[src/rtl/sram_bank_if.sv]
// sram_bank_if: request/response and array-phase signals of the SRAM bank controller
interface sram_bank_if #(
  parameter int DATA_W = 8,
  parameter int ADDR_W = 4,
  parameter int DEPTH  = 16
);
  logic              req_valid;
  logic              req_ready;
  logic              req_we;
  logic [ADDR_W-1:0] req_addr;
  logic [DATA_W-1:0] req_wdata;
  logic              rsp_valid;
  logic [DATA_W-1:0] rsp_rdata;
  logic [DEPTH-1:0]  wl;
  logic              rd_pulse;
  logic              wr_pulse;
  logic              rsp_perr;
  modport master (
    output req_valid, req_we, req_addr, req_wdata,
    input  req_ready, rsp_valid, rsp_rdata, wl, rd_pulse, wr_pulse, rsp_perr
  );
  modport slave (
    input  req_valid, req_we, req_addr, req_wdata,
    output req_ready, rsp_valid, rsp_rdata, wl, rd_pulse, wr_pulse, rsp_perr
  );
endinterface

[src/rtl/sram_bank_ctrl.sv]
// sram_bank_ctrl: DEPTH x DATA_W SRAM bank with precharge/access/release sequencer; SRAM_PARITY_EN adds per-word even parity
module sram_bank_ctrl #(
  parameter int DATA_W    = 8,
  parameter int ADDR_W    = 4,
  parameter int DEPTH     = 16,
  parameter int PULSE_CYC = 1
) (
  input logic      clk,
  input logic      rst_n,
  sram_bank_if.slave bus
);
  localparam logic [1:0] IDLE    = 2'd0;
  localparam logic [1:0] PRECH   = 2'd1;
  localparam logic [1:0] ACCESS  = 2'd2;
  localparam logic [1:0] RELEASE = 2'd3;
  localparam int CNT_W = PULSE_CYC > 1 ? $clog2(PULSE_CYC) : 1;
  localparam logic [CNT_W-1:0] CNT_LAST = CNT_W'(PULSE_CYC - 1);
  localparam logic [ADDR_W:0] DEPTH_A = (ADDR_W + 1)'(DEPTH);
  logic [1:0]        state_q, state_d;
  logic [CNT_W-1:0]  cnt_q, cnt_d;
  logic              we_q;
  logic [ADDR_W-1:0] addr_q;
  logic [DATA_W-1:0] wdata_q, rdata_q, sense;
  logic [DATA_W-1:0] true_q [DEPTH];
  logic [DATA_W-1:0] bar_q  [DEPTH];
  logic              fire, access, done, in_rng;
  assign fire   = bus.req_valid && bus.req_ready;
  assign access = state_q == ACCESS;
  assign done   = access && cnt_q == CNT_LAST;
  assign in_rng = {1'b0, addr_q} < DEPTH_A;
  // differential sense: a healthy cell has bar = ~true, so this yields the true rail
  assign sense  = in_rng ? (true_q[addr_q] & ~bar_q[addr_q]) : '0;
  assign bus.req_ready = state_q == IDLE;
  assign bus.rsp_valid = state_q == RELEASE;
  assign bus.rsp_rdata = rdata_q;
  assign bus.rd_pulse  = access && !we_q;
  assign bus.wr_pulse  = access && we_q;
  assign bus.wl        = (access && in_rng) ? (DEPTH'(1) << addr_q) : '0;
  // sequencer next state and ACCESS pulse-width counter
  always_comb begin
    state_d = state_q == IDLE   ? (fire ? PRECH : IDLE) :
              state_q == PRECH  ? ACCESS :
              state_q == ACCESS ? (done ? RELEASE : ACCESS) : IDLE;
    cnt_d   = (access && !done) ? cnt_q + 1'b1 : '0;
  end
  // control state, latched request and read-data register
  always_ff @(posedge clk or negedge rst_n) begin
    if (!rst_n) begin
      state_q <= IDLE;
      cnt_q   <= '0;
      we_q    <= 1'b0;
      addr_q  <= '0;
      wdata_q <= '0;
      rdata_q <= '0;
    end else begin
      state_q <= state_d;
      cnt_q   <= cnt_d;
      if (fire) begin
        we_q    <= bus.req_we;
        addr_q  <= bus.req_addr;
        wdata_q <= bus.req_wdata;
      end
      if (done && !we_q) rdata_q <= sense;
    end
  end
  // cell array: commits on the falling edge of wr_pulse, out-of-range writes dropped
  always_ff @(posedge clk or negedge rst_n) begin
    if (!rst_n) begin
      for (int i = 0; i < DEPTH; i++) begin
        true_q[i] <= '0;
        bar_q[i]  <= '1;
      end
    end else if (done && we_q && in_rng) begin
      true_q[addr_q] <= wdata_q;
      bar_q[addr_q]  <= ~wdata_q;
    end
  end
`ifdef SRAM_PARITY_EN
  logic par_q [DEPTH];
  logic perr_q;
  // parity bit stored with the word; checked against sensed data on read completion
  always_ff @(posedge clk or negedge rst_n) begin
    if (!rst_n) begin
      for (int i = 0; i < DEPTH; i++) par_q[i] <= 1'b0;
      perr_q <= 1'b0;
    end else if (done) begin
      if (we_q && in_rng) par_q[addr_q] <= ^wdata_q;
      perr_q <= !we_q && in_rng && (par_q[addr_q] != ^sense);
    end
  end
  assign bus.rsp_perr = bus.rsp_valid && perr_q;
`else
  assign bus.rsp_perr = 1'b0;
`endif
endmodule

[src/flat_wrapper.sv]
// flat-port wrapper written by rule: the top's interface ports become plain ports
module sram_bank_ctrl_flat 
#(
  parameter int DATA_W    = 8,
  parameter int ADDR_W    = 4,
  parameter int DEPTH     = 16,
  parameter int PULSE_CYC = 1
)
  (clk, rst_n, bus_req_valid, bus_req_we, bus_req_addr, bus_req_wdata, bus_req_ready, bus_rsp_valid, bus_rsp_rdata, bus_wl, bus_rd_pulse, bus_wr_pulse, bus_rsp_perr);
  sram_bank_if #(.DATA_W(DATA_W), .ADDR_W(ADDR_W), .DEPTH(DEPTH)) bus_i ();
  input logic clk;
  input logic rst_n;
  input wire logic [$bits(bus_i.req_valid)-1:0] bus_req_valid;
  input wire logic [$bits(bus_i.req_we)-1:0] bus_req_we;
  input wire logic [$bits(bus_i.req_addr)-1:0] bus_req_addr;
  input wire logic [$bits(bus_i.req_wdata)-1:0] bus_req_wdata;
  output wire logic [$bits(bus_i.req_ready)-1:0] bus_req_ready;
  output wire logic [$bits(bus_i.rsp_valid)-1:0] bus_rsp_valid;
  output wire logic [$bits(bus_i.rsp_rdata)-1:0] bus_rsp_rdata;
  output wire logic [$bits(bus_i.wl)-1:0] bus_wl;
  output wire logic [$bits(bus_i.rd_pulse)-1:0] bus_rd_pulse;
  output wire logic [$bits(bus_i.wr_pulse)-1:0] bus_wr_pulse;
  output wire logic [$bits(bus_i.rsp_perr)-1:0] bus_rsp_perr;
  assign bus_i.req_valid = bus_req_valid;
  assign bus_i.req_we = bus_req_we;
  assign bus_i.req_addr = bus_req_addr;
  assign bus_i.req_wdata = bus_req_wdata;
  assign bus_req_ready = bus_i.req_ready;
  assign bus_rsp_valid = bus_i.rsp_valid;
  assign bus_rsp_rdata = bus_i.rsp_rdata;
  assign bus_wl = bus_i.wl;
  assign bus_rd_pulse = bus_i.rd_pulse;
  assign bus_wr_pulse = bus_i.wr_pulse;
  assign bus_rsp_perr = bus_i.rsp_perr;
  sram_bank_ctrl #(.DATA_W(DATA_W), .ADDR_W(ADDR_W), .DEPTH(DEPTH), .PULSE_CYC(PULSE_CYC)) u_core (.clk(clk), .rst_n(rst_n), .bus(bus_i));
endmodule
[config.mk]
export PLATFORM = sky130hd
export DESIGN_NAME = sram_bank_ctrl_flat
export DESIGN_NICKNAME = d
export VERILOG_FILES = /design/src/rtl/sram_bank_if.sv /design/src/rtl/sram_bank_ctrl.sv /design/src/flat_wrapper.sv
export SDC_FILE = /design/constraint.sdc
export NUM_CORES = 1
export LEC_CHECK = 0
export CAP_MARGIN = 20
export CORE_ASPECT_RATIO = 0.7
export CORE_MARGIN = 10
export CORE_UTILIZATION = 55
export CTS_BUF_LIST = sky130_fd_sc_hd__clkbuf_4 sky130_fd_sc_hd__clkbuf_8 sky130_fd_sc_hd__clkbuf_16
export CTS_CLUSTER_SIZE = 8
export DETAILED_ROUTE_END_ITERATION = 8
export DONT_BUFFER_PORTS = 1
export HOLD_SLACK_MARGIN = 0.08
export PLACE_DENSITY_LB_ADDON = 0.15
export RECOVER_POWER = 25
export SLEW_MARGIN = 10
export SYNTH_ARGS = -nofsm -noshare
export SYNTH_HDL_FRONTEND = slang
export SYNTH_SLANG_ARGS = --single-unit
[constraint.sdc]
create_clock -name clk -period 2.18 [get_ports clk]
set_clock_uncertainty 0.15 [all_clocks]
set_input_delay 0.327 -clock clk [delete_from_list [all_inputs] [get_ports clk]]
set_output_delay 0.327 -clock clk [all_outputs]
set_load 0.01 [all_outputs]
==> results.md, run 1 <==
- The kind of cell adding the most delay to the critical path is simple AND/OR/NAND/NOR gates.
- The maximum single-stage delay on the critical path is 0.43 ns.
- Counting flops with an async set or reset pin after synthesis yields a share of 100%.
- Hold repair after CTS inserted 14 buffers.
- The total die area is 29900 µm².
- The clock tree synthesis step divided the H-tree into 2 levels.
- The sequential cells in the finished layout cover a total of 7180 µm².
- The pre-CTS setup slack is -0.225 ns.
- Counting tap cells, the placed design contains a total of 1465 instances.
- The post-layout minimum cycle time is 2.39 ns.
- For this configuration, the core starts out at a cell density of 56.1%.
- After synthesis, the cell types taking the most area are dfrtp_1 30%, dfstp_2 26%, nand2_1 10%, mux4_2 9.2%, mux2_2 6.4%.
- After filler insertion, the fill cell instance count of the layout stands at 1704.
- The cell count after synthesis came out at 1148.
- The TritonCTS buffer count is 40.
- The first routing iteration left 832 violations.
- The power density over the cells is 1490 nW/µm².
- The data arrival time of the critical path is 1.92 ns.
- The largest individual stage delay along the critical path comes from the cell or3_4.
- Summing internal, switching and leakage power gives 23400 µW.
- STA classifies the critical path startpoint as a flip-flop.
- Leaving out filler cells and counting taps, the final layout contains 1578.
- The floorplan die width is 202 µm.
- The deepest clock path buffer count is 3.
- The first detailed-routing pass ran for 5 iterations.
- Across the run, the number of max-cap violations was 0.
- The area added between synthesis and finish is 22.6%.
- Of all nets on the critical path, the largest fanout is 4.
- The final reports fail on hold timing, setup timing.
- The area share of the leading cell type in the synthesized netlist is 29.7%.
- The setup slack of the worst register-to-register path is -0.08 ns.
- Timing would allow up to 418 MHz.
- The clock tree from TritonCTS is built.
- Measured along the y axis, the die boundary spans 148 µm.
- Measured against its own limit, the worst slew margin works out to 63.5%.
- Of all cell types, the one taking the most synthesized area is dfrtp_1.
- Summed over all layers, the routed wires come to 35300 µm.
- In the final layout, the multi-input gates occupy 5470 µm².
- The final hold slack is -0.636 ns.
- The area of the placeable core is 22800 µm².
- Of the cells placed in the final design, the portion with a size suffix greater than 1 is 40.6%.
- Among all flip-flop cells after synthesis, the most frequent one is dfrtp_1.
- By startpoint and endpoint, the worst setup path is classified as reg -> out.
- Dividing the synthesized area by the synthesized cell count gives 11.1 µm².
- The via count of the first global-routing pass is 9292.
- The peak supply drop is 1070 µV.
- Setup repair after global routing could not meet its margin everywhere.
- Traced cell by cell, the critical path runs through inv_2 -> ha_4 -> buf_6 -> inv_4 -> or3_4 -> nor3_4.
- Pin placement for this block handled 45 I/O pins.
- Once routing completed, OpenROAD measured the worst setup slack at -0.213 ns.
- The aggregate global-route resource usage is 23.6%.
- The slew at the pin with the worst max-slew slack is 0.547 ns.
- The antenna cell count is 0.
- The remaining antenna violation count is 0.
- The site row count is 46.
- The pin count of the biggest net entering global routing is 281.
- Together, buffers and inverters on the worst path number 3.
- The average wire per cell in the routed design is 22.4 µm.
- The clock reaches the later pin of the worst-skew pair after 0.53 ns.
- The tree is rooted in a clkbuf_16.
- The cell area that synthesis handed to floorplanning was 12800 µm².
- The total half-perimeter wirelength after legalization and detailed placement is 21800 µm.
- The switching power is 7940 µW.
- Combinational logic is responsible for 35.9% of the overall power.
- In the routed layout, each cell is associated on average with a via count of 5.90.
- STA classifies the critical path endpoint as an output port.
- The flow ran to the end, but the final reports show violations.
- The total congestion overflow is 0.
- The switching portion of total power is 33.9%.
- For this run, the post-layout net count is 1255.
- The worst reg-to-reg path cell count is 9.
- The CTS sink count is 280.
- The unique cell type count in the Yosys netlist is 46.
- Yosys mapped a number of flops with a built-in enable equal to 0.
- The register bit count reported by yosys is 280.
- The final max-slew violation count is 0.
- In this run the critical register-to-register path is launched from u_core.addr_q[0].
- The worst hold path belongs to the class in -> async.
- Clock-pin slew was measured on the worst setup and hold paths at 0.06 ns.
- The detailed router placed 9303 vias in this run.
- The count of buffers inserted at the top-level ports is 0.
- The proportion of synthesized chip area in sequential cells is 56.0%.
- Cells fill 68.9% of the core in the end.
- The number of design rule violations left after detail routing is 0.
- The portion of total power attributed to sequential cells is 37.9%.
- The final setup violation count is 17.
- The initial antenna violation count is 0.
- In the finished design, the share of the clock period the worst path needs comes to 110%.
- Routability-driven placement finished with a final weighted congestion of 0.874.
- The count of warnings emitted by yosys is 0.
- The first-pass GRT wire length is 55500 µm.
- The internal power is 15500 µW.
- The clock network accounts for 26.2% of the total power.
- The final count of hold timing violations is 280.
- At the worst endpoint, the required time is 1.70 ns.
- The leakage power summed over all cells is 0.00703 µW.
- The destination of the worst register-to-register timing path is u_core.bus.rsp_rdata[0].
==> registers in the layout (all words and copies together), names as in the netlist <==
name	flops
u_core.bar_q	128
u_core.bus.rsp_rdata	8
u_core.cnt_q	1
u_core.true_q	128
u_core.wdata_q	8
u_core.we_q	1
u_core.addr_q	4
u_core.state_q	2
==> cell usage after synthesis (3+ instances only) <==
cell type / n
nand2_1: 343
dfrtp_1: 152
dfstp_2: 128
o21ai_0: 113
mux2_2: 73
clkbuf_1: 69
mux4_2: 52
mux2i_1: 30
nor2_1: 24
nand3_1: 17
a22oi_1: 14
buf_2: 13
inv_1: 10
nor3_2: 9
o22ai_1: 8
a21oi_1: 7
nor2b_1: 7
or3_1: 6
buf_1: 5
mux2_4: 5
a32o_1: 4
and3_1: 4
buf_4: 4
ha_1: 4
nand2b_1: 4
nand3b_1: 4
nor3_1: 4
nor4_1: 4
a22o_1: 3
a31oi_1: 3
and2_1: 3
o21a_1: 3
==> power by group through the flow <==
| stage | Combinational (µW) | Clock [µW] | Sequential, µW |
|---|---|---|---|
| 2_1_floorplan | 5000 | 0 | 8370 |
| 3_3_place_gp | 7080 | 0 | 8850 |
| 3_5_place_dp | 7260 | 0 | 8880 |
| 4_1_cts | 7760 | 6210 | 8840 |
| 5_1_grt | 9060 | 6460 | 9080 |
| 6_report | 8420 | 6140 | 8870 |
==> layer usage <==
metal | track usage, % | wire, µm | vias up
met4 | 5.80 | 680 | 0
met2 | 36.0 | 16100 | 353
met3 | 5.09 | 2770 | 57
met5 | 0 | 0 | -
li1 | - | - | 4125
met1 | 33.8 | 15800 | 4768
==> how the worst max path moves through the flow <==
stage / from / to / slack, ns / cells after the start
after floorplan: u_core.addr_q[0] / bus_wl[2] / 0.01 / 6
after global placement: u_core.state_q[0] / u_core.bus.rsp_rdata[5] / -0.19 / 6
after detailed placement: u_core.state_q[0] / u_core.bus.rsp_rdata[5] / -0.23 / 6
after CTS: u_core.state_q[0] / bus_wl[0] / -0.16 / 6
after global routing: u_core.state_q[0] / bus_wl[0] / -0.24 / 6
final: u_core.state_q[0] / bus_wl[0] / -0.21 / 6
==> cell families after synthesis <==
| family | count (synthesis) | synth area share [%] |
|---|---|---|
| AO/OA/AOI/OAI | 163 | 7.28 |
| multiplexers | 160 | 18.5 |
| buffers and inverters | 103 | 3.38 |
| flip-flops | 280 | 56.0 |
| AND/OR/NAND/NOR | 437 | 14.4 |
| other | 1 | 0.0293 |
| adder cells (fa/ha/maj) | 4 | 0.391 |
==> per-stage QoR <==
stage,hold slack (ns),area [µm²],setup TNS (ns)
after floorplan,-0.119,12800,0
after global placement,-0.0991,13700,-0.331
after detailed placement,-0.0996,13700,-0.509
after CTS,-0.655,15400,-0.729
after global routing,-0.658,15700,-2.56
final,-0.636,15700,-1.64
==> cell type report <==
type                       instances  share of cell area [%]
multi-input combinational        766                    34.8
sequential                       280                    45.7
tap                              312                    2.49
clock inverter                     2                   0.112
timing repair buffer             137                    8.62
inverter                          10                   0.255
clock buffer                      71                    7.97
==> cells in the final DEF, fill, tap and decap left out, drive strengths merged, types with 13 or more instances in the layout <==
cell	instances
nand2	343
dfrtp	152
dfstp	128
buf	123
o21ai	113
mux2	78
clkbuf	71
mux4	52
mux2i	30
nor2	24
nand3	17
dlygate4sd3	14
a22oi	14
nor3	13
==> repair_timing <==
action | CTS | global route
setup endpoints to repair | 20 | 56
cloned | 1 | 0
gates resized for setup | 39 | 45
pin swaps | 10 | 14
buffers inserted | 9 | 16
endpoints found under the hold margin | 294 | 280
Note: power is estimated with default switching activity, not from simulation.
==> run 2, diff against run 1 <==
--- a/config.mk
+++ b/config.mk
@@ -13,6 +13,7 @@
 export CTS_CLUSTER_SIZE = 8
 export DETAILED_ROUTE_END_ITERATION = 8
 export DONT_BUFFER_PORTS = 1
+export GPL_TIMING_DRIVEN = 0
 export HOLD_SLACK_MARGIN = 0.08
 export PLACE_DENSITY_LB_ADDON = 0.15
 export RECOVER_POWER = 25
==> constraint.sdc (replaced) <==
create_clock -name clk -period 2.2 [get_ports clk]
set_clock_uncertainty 0.15 [all_clocks]
set_input_delay 0.33 -clock clk [delete_from_list [all_inputs] [get_ports clk]]
set_output_delay 0.33 -clock clk [all_outputs]
set_load 0.01 [all_outputs]
==> results.md, run 2 (synthesis gave the netlist of run 1 again) <==
- The peak supply drop was 1080 µV (+0.69%).
- The vias after detailed routing was 10.2k (+9.7%).
- The die span in y came to 148 µm (unchanged).
- The final setup violation count is 103 (+86).
- The floorplan die width is 202 µm (unchanged).
- The fraction of final layout cells with drive strength greater than 1 was 42.3% (+1.7 points).
- The clock tree root driver cell is clkbuf_16.
- The remaining antenna violation count is 0 (unchanged).
- In the layout the commonest cells are 338 x nand2_1, 150 x dfrtp_1, 128 x dfstp_2.
- The total chip power was 25200 µW (+7.7%).
- The final hold slack came to -0.641 ns (-0.00521 ns).
- The aggregate global-route resource usage is 26.7% (+3.1 points).
- The critical path data required time is 1.72 ns (+0.02 ns).
- The CTS H-tree depth was 2 (unchanged).
- The minimum setup slack in the final design came to -0.323 ns (-0.109 ns).
- The flow ran to the end, but the final reports show violations.
- The total congestion overflow came to 0 (unchanged).
- The average wire per cell in the routed design is 26.5 µm (+18%).
- The final reports fail on hold timing, setup timing.
- The library cell used most frequently in the layout, excluding fill and tap cells, is nand2_1.
- The deepest clock path buffer count is 3 (unchanged).
- The data arrival time of the critical path is 2.04 ns (+0.12 ns).
- The effective utilization at floorplan came to 56.1% (unchanged).
- The final cell utilization of the core came to 71.6% (+2.7 points).
- The final weighted congestion of routability-driven global placement is 0.973 (+11%).
- The CTS sink count is 280 (unchanged).
- The net total in the final layout is 1300 (+3.6%).
- The post-layout minimum cycle time is 2.52 ns.
- The number of inserted filler cells in the final layout is 1488 (-13%).
- Timing would allow up to 396 MHz.
- The largest fanout of any net on the critical path is 4 (unchanged).
- The pin count of the biggest net entering global routing is 281 (unchanged).
- The number of DRC violations after detailed-routing iteration 0 is 1358 (+63%).
- The site row count is 46 (unchanged).
- The number of I/O pins is 45 (unchanged).
- The count of non-filler cells in the finished layout is 1618 (+2.5%).
- The first-pass iteration count of the detailed router was 6 (+1).
- The cts-stage hold buffer count was 13 (-1).
- The area added between synthesis and finish is 27.4%.
- The max capacitance violation total is 0 (unchanged).
- The final count of hold timing violations is 280 (unchanged).
- The power density over the cells is 1550 nW/µm² (+3.7%).
- The detailed-route vias per instance is 6.31 (+7.0%).
- The number of design rule violations left after detail routing is 0 (unchanged).
- The area of the placeable core is 22800 µm² (unchanged).
- The number of cells in the design after placement is 1461 (-0.27%).
- In the final layout, the registers with the most flip-flops are u_core.bar_q x128, u_core.true_q x128.
- The via count of the first global-routing pass is 9622 (+3.6%).
- The element type at the critical path end is an output port.
- The total negative slack came to -7.16 ns (-5.52 ns).
- The slew at the pin with the worst max-slew slack is 0.931 ns (+0.385 ns).
- The clock edge transition at the registers on the reported setup and hold paths came to 0.06 ns (about the same).
- The count of buffers inserted at the top-level ports is 0 (unchanged).
- The post-detailed-routing wire length is 42900 µm (+21%).
- The type of the worst setup path is reg -> out.
- The portion of the clock cycle consumed by the worst path in the final layout is 115%.
- The worst relative slew slack is 37.9% (-26 points).
- The TritonCTS buffer count came to 40 (unchanged).
- The initial antenna violation count is 1 (+1).
- The antenna cell count is 0 (unchanged).
- TritonCTS built the clock tree.
- The insertion delay of the later-clocked pin in the worst-skew pair is 0.53 ns (about the same).
- The worst hold path class is in -> async.
- The startpoint kind of the worst setup timing path is a flip-flop.
- Setup repair after global routing could not meet its margin everywhere.
- The instance area after placement is 13200 µm² (-3.9%).
- The total half-perimeter wirelength after legalization and detailed placement is 25700 µm (+18%).
- The first-pass GRT wire length is 60700 µm (+9.2%).
- The leakage power summed over all cells is 0.00728 µW (+3.6%).
- The total die area is 29900 µm² (unchanged).
- The final max-slew violation count is 0 (unchanged).
- The final instance area is 16300 µm² (+3.9%).
run 2: final cells by class:
class | instances | area (µm²) | share of cell area [%]
Sequential cell | 280 | 7170 | 44.0
Multi-Input combinational cell | 766 | 5780 | 35.5
Clock buffer | 66 | 1210 | 7.44
Timing Repair Buffer | 97 | 938 | 5.75
Buffer | 85 | 758 | 4.65
Tap cell | 312 | 390 | 2.39
Inverter | 10 | 40.0 | 0.245
Clock inverter | 2 | 17.5 | 0.107
run 2: critical path, cell delays in order, from the launching register on:
cell and delay, ns:
dfrtp_1 0.42, inv_2 0.11, ha_4 0.15, buf_8 0.10, inv_4 0.03, or3_4 0.43, nor3_4 0.26
run 2: worst paths after layout:
path	endpoint	slack, ns	depth (start not counted)	start
hold reg to reg	u_core.bar_q[4]	0.31	2	u_core.bar_q[4]
setup reg to reg	u_core.bus.rsp_rdata[5]	-0.20	10	u_core.state_q[0]
min in group clk	u_core.wdata_q[7]	0.12	2	bus_req_valid
setup / recovery	bus_wl[0]	-0.32	6	u_core.state_q[0]
max in group asynchronous	u_core.addr_q[0]	2.02	0	rst_n
hold / removal	u_core.true_q[25]	-0.64	0	rst_n
run 2: per-stage QoR:
step / setup WS (ns) / hold WS (ns)
after global routing: -0.344 / -0.652
after global placement: -0.646 / -0.100
after detailed placement: -0.687 / -0.0997
final: -0.323 / -0.641
after floorplan: 0.0302 / -0.116
after CTS: -0.335 / -0.653
run 2: repair_timing:
item                       CTS  global route
setup endpoints to repair  280           223
pin swaps                   16            30
hold endpoints to repair   293           280
buffers inserted            33            48
gates resized for setup    177           151
cloned                       1             2
run 2: layer usage:
| metal | global-route usage [%] | wire, µm | up-vias |
|---|---|---|---|
| met2 | 38.3 | 18800 | 681 |
| met5 | 0 | 0 | - |
| met4 | 8.29 | 1860 | 0 |
| met1 | 37.8 | 17200 | 5114 |
| li1 | - | - | 4235 |
| met3 | 8.49 | 4970 | 174 |
run 2: power breakdown:
| group | leakage (µW) | switching, µW | internal, µW |
|---|---|---|---|
| sequential | 0.00336 | 1230 | 7570 |
| clock | 0.000629 | 2250 | 3750 |
| combinational | 0.00329 | 5890 | 4540 |
